<file path="src/rtl/alu_pkg.sv">
// Shared opcode and state encodings for the alu_seq datapath.
// ALU_MUL_EN selects whether the multiply state exists.
package alu_pkg;

    typedef enum logic [3:0] {
        OP_ADD  = 4'd0,
        OP_ADDC = 4'd1,
        OP_SUB  = 4'd2,
        OP_SUBC = 4'd3,
        OP_CMP  = 4'd4,
        OP_AND  = 4'd5,
        OP_OR   = 4'd6,
        OP_XOR  = 4'd7,
        OP_TEST = 4'd8,
        OP_LSL  = 4'd9,
        OP_LSR  = 4'd10,
        OP_ROL  = 4'd11,
        OP_ROR  = 4'd12,
        OP_ASR  = 4'd13,
        OP_MOV  = 4'd14,
        OP_MUL  = 4'd15
    } alu_op_t;

`ifdef ALU_MUL_EN
    typedef enum logic {
        ST_IDLE    = 1'b0,
        ST_MUL_RUN = 1'b1
    } alu_state_t;
`else
    typedef enum logic {
        ST_IDLE = 1'b0
    } alu_state_t;
`endif

endpackage

</file>
<file path="src/rtl/alu_mul_iter.sv">
// Iterative unsigned shift-add multiplier: one partial product per cycle,
// WIDTH steps; the final step is folded combinationally into PROD at DONE.
module alu_mul_iter
    import alu_pkg::*;
#(
    parameter int WIDTH = 8
) (
    input  logic               CLK,
    input  logic               RST,
    input  logic               GO,
    input  logic [WIDTH-1:0]   A,
    input  logic [WIDTH-1:0]   B,
    output logic               DONE,
    output logic [2*WIDTH-1:0] PROD
);

    localparam int CW = $clog2(WIDTH);

    logic [2*WIDTH-1:0] mcand;
    logic [2*WIDTH-1:0] acc;
    logic [2*WIDTH-1:0] acc_next;
    logic [WIDTH-1:0]   mplier;
    logic [CW-1:0]      cnt;
    logic               run;

    always_comb begin
        acc_next = acc;
        if (mplier[0]) begin
            acc_next = acc + mcand;
        end
    end

    always_ff @(posedge CLK) begin
        if (RST) begin
            mcand  <= '0;
            acc    <= '0;
            mplier <= '0;
            cnt    <= '0;
            run    <= 1'b0;
        end else if (GO) begin
            mcand  <= {{WIDTH{1'b0}}, A};
            mplier <= B;
            acc    <= '0;
            cnt    <= CW'(WIDTH - 1);
            run    <= 1'b1;
        end else if (run) begin
            acc    <= acc_next;
            mcand  <= mcand << 1;
            mplier <= mplier >> 1;
            cnt    <= cnt - CW'(1);
            if (cnt == '0) begin
                run <= 1'b0;
            end
        end
    end

    assign DONE = run && (cnt == '0);
    assign PROD = acc_next;

endmodule

</file>
<file path="src/rtl/alu_seq.sv">
// Registered RAT ALU with internal C/Z flags, one-deep flag shadow and an
// optional multi-cycle multiply enabled by the ALU_MUL_EN macro.
module alu_seq
    import alu_pkg::*;
#(
    parameter int WIDTH = 8
) (
    input  logic             CLK,
    input  logic             RST,
    input  logic             START,
    input  logic [3:0]       SEL,
    input  logic [WIDTH-1:0] A,
    input  logic [WIDTH-1:0] B,
    input  logic             FLG_SAVE,
    input  logic             FLG_RESTORE,
    output logic [WIDTH-1:0] RESULT,
    output logic [WIDTH-1:0] RESULT_HI,
    output logic             C,
    output logic             Z,
    output logic             BUSY,
    output logic             VALID
);

    alu_op_t            op;
    logic               idle;
    logic               single;
    logic               mul_done;
    logic [2*WIDTH-1:0] prod;
    logic               sh_c;
    logic               sh_z;

    logic [WIDTH:0]     ax, bx, cinx, sum, diff;
    logic [WIDTH-1:0]   res;
    logic               c_new;
    logic               z_new;
    logic               wr_res;
    logic               wr_flg;

    assign op = alu_op_t'(SEL);

`ifdef ALU_MUL_EN
    alu_state_t state, state_next;

    always_ff @(posedge CLK) begin
        if (RST) begin
            state <= ST_IDLE;
        end else begin
            state <= state_next;
        end
    end

    always_comb begin
        state_next = state;
        case (state)
            ST_IDLE:    if (START && op == OP_MUL) state_next = ST_MUL_RUN;
            ST_MUL_RUN: if (mul_done) state_next = ST_IDLE;
        endcase
    end

    always_comb begin
        idle = (state == ST_IDLE);
        BUSY = (state == ST_MUL_RUN);
    end

    assign single = START && idle && (op != OP_MUL);

    alu_mul_iter #(.WIDTH(WIDTH)) u_mul (
        .CLK  (CLK),
        .RST  (RST),
        .GO   (START && idle && op == OP_MUL),
        .A    (A),
        .B    (B),
        .DONE (mul_done),
        .PROD (prod)
    );
`else
    // Without the multiplier SEL=15 falls through to the single-cycle path.
    assign idle     = 1'b1;
    assign BUSY     = 1'b0;
    assign single   = START;
    assign mul_done = 1'b0;
    assign prod     = '0;
`endif

    always_comb begin
        ax     = {1'b0, A};
        bx     = {1'b0, B};
        cinx   = {{WIDTH{1'b0}}, ((op == OP_ADDC || op == OP_SUBC) ? C : 1'b0)};
        sum    = ax + bx + cinx;
        diff   = ax - bx - cinx;
        res    = '0;
        c_new  = 1'b0;
        wr_res = 1'b1;
        wr_flg = 1'b1;
        case (op)
            OP_ADD, OP_ADDC: begin res = sum[WIDTH-1:0];  c_new = sum[WIDTH];  end
            OP_SUB, OP_SUBC: begin res = diff[WIDTH-1:0]; c_new = diff[WIDTH]; end
            OP_CMP:  begin res = diff[WIDTH-1:0]; c_new = diff[WIDTH]; wr_res = 1'b0; end
            OP_AND:  res = A & B;
            OP_OR:   res = A | B;
            OP_XOR:  res = A ^ B;
            OP_TEST: begin res = A & B; wr_res = 1'b0; end
            OP_LSL:  begin res = {A[WIDTH-2:0], 1'b0};      c_new = A[WIDTH-1]; end
            OP_LSR:  begin res = {1'b0, A[WIDTH-1:1]};      c_new = A[0];       end
            OP_ROL:  begin res = {A[WIDTH-2:0], C};         c_new = A[WIDTH-1]; end
            OP_ROR:  begin res = {C, A[WIDTH-1:1]};         c_new = A[0];       end
            OP_ASR:  begin res = {A[WIDTH-1], A[WIDTH-1:1]}; c_new = A[0];      end
            OP_MOV:  begin res = B;  wr_flg = 1'b0; end
            OP_MUL:  begin res = '0; wr_flg = 1'b0; end
        endcase
        z_new = (res == '0);
    end

    always_ff @(posedge CLK) begin
        if (RST) begin
            RESULT    <= '0;
            RESULT_HI <= '0;
            C         <= 1'b0;
            Z         <= 1'b0;
            sh_c      <= 1'b0;
            sh_z      <= 1'b0;
            VALID     <= 1'b0;
        end else begin
            VALID <= single || mul_done;
            if (single && wr_res) begin
                RESULT    <= res;
                RESULT_HI <= '0;
            end
            if (mul_done) begin
                RESULT    <= prod[WIDTH-1:0];
                RESULT_HI <= prod[2*WIDTH-1:WIDTH];
            end
            // Non-blocking update makes simultaneous save+restore a swap.
            if (FLG_SAVE) begin
                sh_c <= C;
                sh_z <= Z;
            end
            if (FLG_RESTORE) begin
                C <= sh_c;
                Z <= sh_z;
            end else if (mul_done) begin
                C <= |prod[2*WIDTH-1:WIDTH];
                Z <= (prod == '0);
            end else if (single && wr_flg) begin
                C <= c_new;
                Z <= z_new;
            end
        end
    end

endmodule

</file>
<file path="config.mk">
export PLATFORM = sky130hd
export DESIGN_NAME = alu_seq
export DESIGN_NICKNAME = d
export VERILOG_FILES = /design/src/rtl/alu_pkg.sv /design/src/rtl/alu_mul_iter.sv /design/src/rtl/alu_seq.sv
export SDC_FILE = /design/constraint.sdc
export NUM_CORES = 1
export LEC_CHECK = 0
export ABC_CLOCK_PERIOD_IN_PS = 3550
export CORE_MARGIN = 4
export CORE_UTILIZATION = 50
export CTS_CLUSTER_SIZE = 12
export DETAILED_ROUTE_END_ITERATION = 10
export PLACE_DENSITY_LB_ADDON = 0.15
export REMOVE_ABC_BUFFERS = 1
export SLEW_MARGIN = 20
export SYNTH_ARGS = -nofsm -noshare
export SYNTH_HDL_FRONTEND = slang
export SYNTH_SLANG_ARGS = --single-unit
export TNS_END_PERCENT = 10
</file>
<file path="constraint.sdc">
create_clock -name CLK -period 3.55 [get_ports CLK]
set_clock_uncertainty 0.1 [all_clocks]
set_input_delay 0.355 -clock CLK [delete_from_list [all_inputs] [get_ports CLK]]
set_output_delay 0.355 -clock CLK [all_outputs]
set_load 0.02 [all_outputs]
</file>
; After elaboration in Yosys (flattened, before gate mapping)
; Index checks and enable logic that the tools add are counted.
[totals]
word_cells = 50
reg_bits = 13
output_inout_bits = 20
in_bits = 25
[classes]
eq_ne = 15
n_addsub = 4
reduce_logical = 13
muxes = 9
n_bitwise = 3
[ops]
columns = op, count
row1 = $pmux 8 s12, 1
row2 = $eq 4x4->1 const B, 8
row3 = $eq 4x3->1 const B, 4
row4 = $reduce_or 2->1, 5
row5 = $add 8x8->9, 1
row6 = $add 9x1->9, 1
row7 = $sub 8x8->9, 1
row8 = $sub 9x1->9, 1
row9 = $and 8x8->8, 1
row10 = $eq 4x2->1 const B, 2
row11 = $logic_not 8->1, 1
row12 = $or 8x8->8, 1
row13 = $xor 8x8->8, 1
row14 = $mux 1, 7
row15 = $reduce_or 3->1, 2
row16 = $eq 4x1->1 const B, 1
row17 = $logic_not 4->1, 1
row18 = $pmux 1 s4, 1
row19 = $logic_and 1x1->1, 2
row20 = $reduce_bool 2->1, 1
row21 = $logic_or 1x1->1, 1

; Depth between registers and ports, before layout
[logic_depth]
depth_word = 8
mapped_depth = 16
mapped_depth_nobuf = 13

; Least setup slack after synthesis
; No wires, ideal clock.
[synth_timing]
path_type = input to register
from = in SEL[3]
to = reg Z
path_slack_ns = 0.309
cell_stages = 15
path_buffers = 3
t_arrival_ns = 3.045
required_ns = 3.354
setup_ns = 0.096
cell_sequence = buf_6 -> buf_6 -> buf_6 -> nor2_1 -> nand3_1 -> fa_1 -> inv_1 -> ha_1 -> o21ai_1 -> a21boi_2 -> o21ai_0 -> mux2i_1 -> nor4_1 -> o21ai_0 -> o41ai_2
[synth_via]
elab_chain_len = 8
elab_cells_between_ends = 31
cone_classes = add/sub (2) / eq/ne (15) / mux (5) / reduce/logical (9)
[synth_lines]
columns = item, line_no
row1 = start: declaration, alu_seq.sv:11  ; input logic [3:0] SEL,
row2 = $eq 4x1->1 or $eq 4x2->1 (tied branches), "alu_seq.sv:88, alu_seq.sv:95"
row3 = $logic_or 1x1->1, alu_seq.sv:88  ; cinx = {{WIDTH{1'b0}}, ((op == OP_ADDC || op == OP_SUBC) ? C : 1'b0)};
row4 = $mux 1, alu_seq.sv:88
row5 = $sub 9x1->9 or $add 9x1->9 (tied branches), "alu_seq.sv:90, alu_seq.sv:89"
row6 = $pmux 8 s12, alu_seq.sv:95  ; case (op)
row7 = $logic_not 8->1, alu_seq.sv:111  ; z_new = (res == '0);
row8 = $mux 1, alu_seq.sv:144  ; end else if (single && wr_flg) begin
row9 = $mux 1, alu_seq.sv:138  ; if (FLG_RESTORE) begin
row10 = end signal: assignment, alu_seq.sv:140  ; Z <= sh_z;
row11 = end signal: assignment, alu_seq.sv:143  ; Z <= (prod == '0);
row12 = end signal: assignment, alu_seq.sv:146  ; Z <= z_new;
row13 = end: declaration, alu_seq.sv:19  ; output logic Z,
; Several ways; a longest one is shown, not always the timed one. The select of a mux whose other input is x is not followed.
; A chain may end at the register's enable or synchronous reset.

; Final worst setup path
; Same ends and word-level chain as after synthesis.

==> qor.csv <==
metric;value;unit
status;complete, no violations;
clock sinks;13;
Clock Pin Slew Worst Setup and Hold Paths;0.05;ns
maxcap violations;0;
area growth from synthesis to layout;19.0;%
syn avg cell area;7.71;um^2
DR DRC count;0;
CTS Buffer Depth;2;
gr usage total;0.228;
number of synthesized register bits;13;
number of global-route vias before repair;2308;
Sw Ratio;0.399;
min cycle time layout;3.26;ns
HPWL after DPL;5.25;mm
CTS tree;built;
Worst-Skew Late Latency;0.24;ns
initial core utilization;0.519;
critical path class;input pin to flip-flop;
worst r2r path cells;11;
Reg2Reg Capture Point;Z$_SDFFE_PP0P_;
Post-synth EDFFs;0;
Post-Place Cells;423;
grt ovf;0;
Vias/cell;5.75;
Setup TNS;0;ns
CP Capture Type;flip-flop;
synth unique cells;64;
final hold violation count;0;
CTS Root Cell;clkbuf_8;
wire per inst;15.8;um
pin count of the biggest net entering global routing;36;
Final Max Slew Viols;0;
worst rel slew slack;0.649;
Synth Cell Area;2470;um^2
Reg power frac;0.230;
routed wire length;6.75;mm
die area;6120;um^2
Synth Instances;320;
hold_sp;RESULT[7]$_SDFFE_PP0P_;
top layer in use;met4;
I/O pins;45;
maximum vdd drop;0.126;mV
Post-Layout Cell Count;427;
r2r setup slk;0.67;ns
Worst EP arrival;3.31;ns
Iter 0 DRT Violations;228;
synth cell count leaders;30 x ha_1, 30 x inv_1, 27 x nor2_1;
nets;420;
hold path depth;2;
first-pass GRT wire length;11.4;mm
met3 wire len;424;um
vias;2455;
layout cells sized above 1;0.100;
H-tree depth;1;
P_int;0.419;mW
WHS Endpoint;RESULT[7]$_SDFFE_PP0P_;
worst r2r src;C$_SDFFE_PP0P_;
Post-CTS Setup Bufs;0;
TritonCTS Buffers;3;
dominant cells by area after synthesis;ha_1 15%, dfxtp_1 11%, inv_1 4.6%;
GPL Wtd Cong;0.938;
Leakage;1.34;nW
Synth area leader;ha_1;
Clk pwr share;0.186;
die width;78.2;um
register area share after synthesis;0.105;
Pwr Density;238;nW/um^2
Worst Setup Start Kind;input pin;
area of the core;4750;um^2
period utilization;0.918;
Fmax achieved;307;MHz
Worst EP required;3.60;ns
PostCTS Resize Cnt;0;
Met1 Wirelength;3.06;mm
Hold-fix buffers, CTS;0;
routed wl met2;3.20;mm
die height;78.2;um
Setup Viol. Count Final;0;
Port Buf Inserts;35;
RSZ-0062 raised after global routing;no;
Ys Warns;0;
row count;25;
n_diodes;0;
initial antenna violation count;0;
type of the most critical hold path;flip-flop to flip-flop;
Worst Path Max Fanout;3;
Async SR Flop Fraction;0;
combinational power share;0.585;
Antenna Nets Post-Route;0;
Sw Pwr;0.279;mW
slew at the pin closest to its max-slew limit;0.527;ns
Synth Flop Type;dfxtp_1;
TritonRoute pass-1 iters;5;
post-synth top area share;0.152;
[power groups by stage]
| stage | sequential (mW) | combinational, mW | clock, mW |
|---|---|---|---|
| 3_5_place_dp | 0.163 | 0.398 | 0 |
| 6_report | 0.160 | 0.408 | 0.130 |
| 4_1_cts | 0.160 | 0.402 | 0.132 |
| 5_1_grt | 0.162 | 0.449 | 0.141 |
| 3_3_place_gp | 0.163 | 0.398 | 0 |
| 2_1_floorplan | 0.175 | 0.238 | 0 |
[cells by family (layout without fill, tap and decap cells)]
group | after synthesis | in the layout | synth area share
and+or+nand+nor | 102 | 102 | 0.222
AOI/OAI and AO/OA | 91 | 91 | 0.278
buffers and inverters | 57 | 89 | 0.124
adders and majority gates | 34 | 34 | 0.185
DFF | 13 | 13 | 0.105
xor gates and xnor gates | 11 | 11 | 0.0390
muxes | 11 | 11 | 0.0456
other | 1 | 9 | 0.00152
[cells in the final DEF, fill, tap and decap left out, types with 4 or more instances in the layout]
cell type / synthesis / layout
conb_1: 1 / 9
a21o_1: 7 / 7
xnor2_1: 5 / 5
nand3_1: 5 / 5
inv_1: 30 / 30
clkdlybuf4s50_1: 0 / 35
nand2_1: 24 / 24
a22oi_1: 5 / 5
buf_4: 12 / 20
nor2_1: 27 / 27
nor3_1: 4 / 4
o21ai_1: 4 / 4
xor2_1: 6 / 6
o21ai_0: 17 / 17
nor2b_1: 13 / 13
a31oi_1: 6 / 6
fa_1: 4 / 4
a22o_1: 5 / 5
nand3b_1: 6 / 6
ha_1: 30 / 30
dfxtp_1: 13 / 13
a32oi_1: 5 / 5
a32o_1: 4 / 4
a21oi_1: 11 / 11
mux2i_1: 9 / 9
[worst max-delay path by stage]
stage | from | to | slack [ns]
floorplan | SEL[3] | Z$_SDFFE_PP0P_ | 0.68
global placement | SEL[3] | Z$_SDFFE_PP0P_ | 0.09
detailed placement | SEL[3] | Z$_SDFFE_PP0P_ | 0.05
CTS | SEL[3] | Z$_SDFFE_PP0P_ | 0.26
global route | SEL[3] | Z$_SDFFE_PP0P_ | 0.007
finish | SEL[3] | Z$_SDFFE_PP0P_ | 0.29
[per-layer routing]
layer  GRT usage  vias up
met5           0        -
met4      0.0332        0
met3      0.0321        6
met2       0.390      100
met1       0.310     1143
li1            -     1206
[state kept, by name, indices dropped and copies added (netlist names)]
name and flops:
RESULT 8, C 1, sh_c 1, sh_z 1, VALID 1, Z 1
[cell type report]
cell class	instances	area, um^2
multi-input cells	258	1930
fillers	466	1820
repair buffers	55	500
flip-flops and latches	13	260
inverters	30	113
well taps	67	83.8
clock buffers	4	45.0
[critical path: stages]
cell and delay (ns):
clkdlybuf4s50_1 0.45, nor2_1 0.17, nand3_1 0.14, fa_1 0.55, inv_1 0.06, ha_1 0.18
o21ai_1 0.20, a21boi_2 0.09, o21ai_0 0.23, mux2i_1 0.12, nor4_1 0.25, o21ai_0 0.18
o41ai_2 0.34
[metrics by stage]
stage | total power [mW] | setup WS, ns | hold slack, ns | instance area [um^2] | util
floorplan | 0.413 | 0.681 | 0.327 | 2300 | -
global placement | 0.562 | 0.0902 | 0.383 | 2890 | 0.608
detailed placement | 0.562 | 0.0475 | 0.385 | 2890 | 0.608
CTS | 0.694 | 0.261 | 0.393 | 2930 | 0.617
global route | 0.751 | 0.00663 | 0.424 | 2940 | 0.617
finish | 0.698 | 0.292 | 0.393 | 2940 | 0.617
Note: power is estimated with default switching activity, not from simulation.
